--- src/rtl/mem_arbiter.sv ---
// rtl/mem_arbiter.sv - two-requester (fetch/data) arbiter onto a single-outstanding downstream memory port
// Data wins by default; a waiting fetch is forced through after STARVE_LIMIT consecutive data grants.
module mem_arbiter #(
  parameter int STARVE_LIMIT = 3,
  parameter int AW           = 32
) (
  input  logic          clk,
  input  logic          reset,
  input  logic          i_req,
  input  logic [AW-1:0] i_addr,
  output logic          i_data_ok,
  output logic [AW-1:0] i_rdata,
  input  logic          d_req,
  input  logic          d_wr,
  input  logic [1:0]    d_size,
  input  logic [AW-1:0] d_addr,
  input  logic [AW-1:0] d_wdata,
  output logic          d_data_ok,
  output logic [AW-1:0] d_rdata,
  output logic          m_req,
  output logic          m_wr,
  output logic [1:0]    m_size,
  output logic [AW-1:0] m_addr,
  output logic [AW-1:0] m_wdata,
  input  logic          m_addr_ok,
  input  logic          m_data_ok,
  input  logic [AW-1:0] m_rdata
);

  typedef enum logic [1:0] {
    ST_IDLE  = 2'd0,
    ST_ISSUE = 2'd1,
    ST_WAIT  = 2'd2
  } state_t;

  localparam logic [2:0] LIMIT = 3'(STARVE_LIMIT);

  state_t     r_state;
  logic       r_gnt_d;
  logic [2:0] r_starve_cnt;

  logic w_pick_i;
  logic w_any_req;
  logic w_issue;
  logic w_done;

  assign w_any_req = i_req | d_req;
  assign w_pick_i  = i_req & (~d_req | (r_starve_cnt == LIMIT));
  assign w_issue   = (r_state == ST_ISSUE) & ~reset;

  // Completion is either a same-cycle accept+response in ISSUE or the response in WAIT;
  // any other m_data_ok is stale and must not reach a requester.
  assign w_done = ~reset & (((r_state == ST_ISSUE) & m_addr_ok & m_data_ok) |
                            ((r_state == ST_WAIT) & m_data_ok));

  always_ff @(posedge clk) begin
    if (reset) begin
      r_state      <= ST_IDLE;
      r_gnt_d      <= 1'b0;
      r_starve_cnt <= 3'd0;
    end else begin
      case (r_state)
        ST_IDLE: begin
          if (w_any_req) begin
            r_state <= ST_ISSUE;
            r_gnt_d <= ~w_pick_i;
            if (w_pick_i || !i_req) begin
              r_starve_cnt <= 3'd0;
            end else if (r_starve_cnt != LIMIT) begin
              r_starve_cnt <= r_starve_cnt + 3'd1;
            end
          end
        end
        ST_ISSUE: begin
          if (m_addr_ok) begin
            r_state <= m_data_ok ? ST_IDLE : ST_WAIT;
          end
        end
        ST_WAIT: begin
          if (m_data_ok) begin
            r_state <= ST_IDLE;
          end
        end
        default: r_state <= ST_IDLE;
      endcase
    end
  end

  always_comb begin
    m_req   = 1'b0;
    m_wr    = 1'b0;
    m_size  = 2'd0;
    m_addr  = '0;
    m_wdata = '0;
    if (w_issue) begin
      m_req = 1'b1;
      if (r_gnt_d) begin
        m_wr    = d_wr;
        m_size  = d_size;
        m_addr  = d_addr;
        m_wdata = d_wdata;
      end else begin
        // Fetches are always full-word reads.
        m_size = 2'd2;
        m_addr = i_addr;
      end
    end
  end

  assign i_data_ok = w_done & ~r_gnt_d;
  assign d_data_ok = w_done & r_gnt_d;
  assign i_rdata   = m_rdata;
  assign d_rdata   = m_rdata;

endmodule

--- config.mk ---
export PLATFORM = sky130hd
export DESIGN_NAME = mem_arbiter
export DESIGN_NICKNAME = d
export VERILOG_FILES = /design/src/rtl/mem_arbiter.sv
export SDC_FILE = /design/constraint.sdc
export NUM_CORES = 1
export LEC_CHECK = 0
export BUFFER_PORTS_ARGS = -buffer_cell sky130_fd_sc_hd__clkbuf_2
export CORE_AREA = 2 2 106 108
export DETAILED_ROUTE_END_ITERATION = 12
export DIE_AREA = 0 0 108 110
export HOLD_SLACK_MARGIN = 0.03
export SYNTH_ARGS = -nofsm -noshare
export SYNTH_HDL_FRONTEND = slang
export SYNTH_SLANG_ARGS = --single-unit
--- constraint.sdc ---
create_clock -name clk -period 1.9 [get_ports clk]
set_input_delay 0.095 -clock clk [delete_from_list [all_inputs] [get_ports clk]]
set_output_delay 0.095 -clock clk [all_outputs]
set_load 0.01 [all_outputs]
==> metrics.cfg <==
[sta]
setup_ws_ns=0.407
fmax_mhz=670
hold_violations=0
timing.final.max_slew_violations=0
tns_ns=0
period_share=0.786
maxSlewHeadroom=0.713
tightest_slew_ns=0.430
rsz0062_at_grt=false
setup_violations=0
period_needed_ns=1.49
fin_skew_ns=0.00396

[setup_path]
endpoint_kind=primary output
cp-start-kind=register
crit_type=reg2out
worstReg2RegStart=r_starve_cnt[0]
reg2reg_slack_ns=0.65
startpoint=r_gnt_d
worst_ep_arrival_time_ns=1.40
required_ns=1.80
cp_max_fo=48

[clock_tree]
postCtsHoldBufs=0
h-tree-depth=1
clock-sinks=6
root_buffer=clkbuf_8
cts_buffer_depth=2
clk_latency_ns=0.23
cts_made_buffers=3
ctsResizeCount=0
post_cts_buffers=0
cts_tree=done
cts.clk_slew.worst_paths_ns=0.04

[global_route]
antenna_found_initial=0
grt_pass1_wl_um=6070
grt.total_usage=0.0654
grt_max_degree=49
grt_pass1_vias=1396
overflow=0

[final_layout]
fin_nets=455
final_cells=454
antenna_cells=0
post_route_cells_drive_above_1_share=0.596
syn_to_final_growth_pct=33.7

[routing]
wl_per_cell_um=10.7
vias=1693
drtIter0Drc=34
route.detailed.drc=0
drt-total-wl_um=4850
dr.pass1.iters=3
via_per_inst=3.73
drtAntennaViolNets=0

[logic_synthesis]
synth_area_um2=1560
ys_top_cells_by_count=buf_4 (67), nor2_1 (36), and3_1 (35)
synth_edf_count=0
yosysTopAreaCellShare=0.322
synthFlopType=dfxtp_1
syn_area_per_cell_um2=7.34
yosysSeqAreaShare=0.0768
synth.most_common_cell=buf_4
synthCells=213
yosysTopAreaCell=buf_4
synth_area_leaders=buf_4 (32%), mux2i_1 (20%), and3_1 (14%)
synth-async-reset-ratio=0
yosysWarnings=0
ys_types=25
synth_seq_cells=6
synthesis.nets=352

[die]
dieArea_um2=11900
start_util=0.146
die_w_um=108
design.core.area_um2=10700
io_pins=271
rows=38
die_h_um=110

[worst_hold_path]
min_from=m_data_ok
hold_class=in2reg

[placed_design]
dp_slack_ns=0.638
place_congestion=0.625
dp.cells=451
port_buffers=174
hpwl_um=4190

[outcome]
status=complete, no violations

[power_and_ir_drop]
power_uw=695
ir_worst_vdd_v=0.000143
leakagePower_uw=0.00130
power_density_nw_per_um2=333

[flow_run]
maxCapViolations=0

-- area by class of cell --
| class | instances | area [µm²] |
|---|---|---|
| clock buffers | 3 | 41.3 |
| well taps | 140 | 175 |
| repair buffers | 177 | 893 |
| flip-flops and latches | 6 | 121 |
| inverters | 3 | 13.8 |
| fillers | 1195 | 8610 |
| multi-input cells | 125 | 846 |
-- worst max-delay path: stages, from the launching register on --
cell and delay [ns]:
dfxtp_2 0.31, buf_4 0.36, mux2i_1 0.27, nor2_1 0.06, clkbuf_2 0.14
-- where the power goes --
part	switching, µW	leakage, µW	internal (µW)
Clock	58.6	0.0000216	136
Combinational	177	0.00123	182
Sequential	7.61	0.0000494	133
Total	244	0.00130	452
-- worst paths after layout --
kind                                   endpoint  cells after the start
worst max register to register  r_starve_cnt[0]                      5
worst min register to register  r_starve_cnt[2]                      1
worst min-delay path                 r_state[1]                      2
worst max-delay path                 m_addr[25]                      4
-- routing by layer --
layer	up-vias	wire length [µm]	GRT usage
met5	-	0	0
met4	0	172	0.0302
met1	731	1470	0.0539
met2	93	2700	0.135
met3	19	515	0.0241
li1	850	-	-
-- layout by cell type, fill, tap and decap left out --
| cell | netlist | layout |
|---|---|---|
| inv_1 | 2 | 2 |
| nor2_1 | 36 | 36 |
| dfxtp_2 | 0 | 1 |
| inv_4 | 1 | 1 |
| clkbuf_2 | 0 | 174 |
| clkbuf_8 | 0 | 3 |
| dfxtp_1 | 6 | 5 |
| mux2i_1 | 32 | 32 |
| nand3_1 | 1 | 1 |
| nand2_4 | 1 | 1 |
| mux2_2 | 1 | 1 |
| a31oi_1 | 1 | 1 |
| a22o_1 | 1 | 1 |
| buf_4 | 67 | 3 |
| nand2_1 | 4 | 4 |
| and3_1 | 35 | 35 |
| a21oi_1 | 3 | 3 |
| o211a_1 | 1 | 1 |
| nor2_4 | 1 | 1 |
| nor3b_2 | 1 | 1 |
| or2_1 | 1 | 1 |
| ha_1 | 2 | 2 |
| a21bo_2 | 1 | 1 |
| nor3b_1 | 2 | 2 |
| o2bb2ai_1 | 1 | 1 |
-- cells by family (layout without fill, tap and decap cells) --
| family | Yosys count | count (layout) | synth area share |
|---|---|---|---|
| and+or+nand+nor | 82 | 82 | 0.275 |
| buffers and inverters | 82 | 183 | 0.382 |
| muxes | 33 | 33 | 0.212 |
| AOI/OAI and AO/OA | 8 | 8 | 0.0376 |
| DFF | 6 | 6 | 0.0768 |
| adders and majority gates | 2 | 2 | 0.0160 |
-- registers in the layout, indices dropped and copies added (netlist names) --
name and count:
r_gnt_d 1, r_starve_cnt 3, r_state 2
-- stage by stage --
| step | area (µm²) | util | hold WS, ns |
|---|---|---|---|
| 3_5_place_dp | 2050 | 0.192 | 0.190 |
| 4_1_cts | 2090 | 0.195 | 0.0634 |
| 3_3_place_gp | 2050 | 0.192 | 0.190 |
| 5_1_grt | 2090 | 0.195 | 0.0828 |
| 6_report | 2090 | 0.195 | 0.0597 |
| 2_1_floorplan | 1560 | - | 0.164 |
Power figures use the tool's default switching activity.
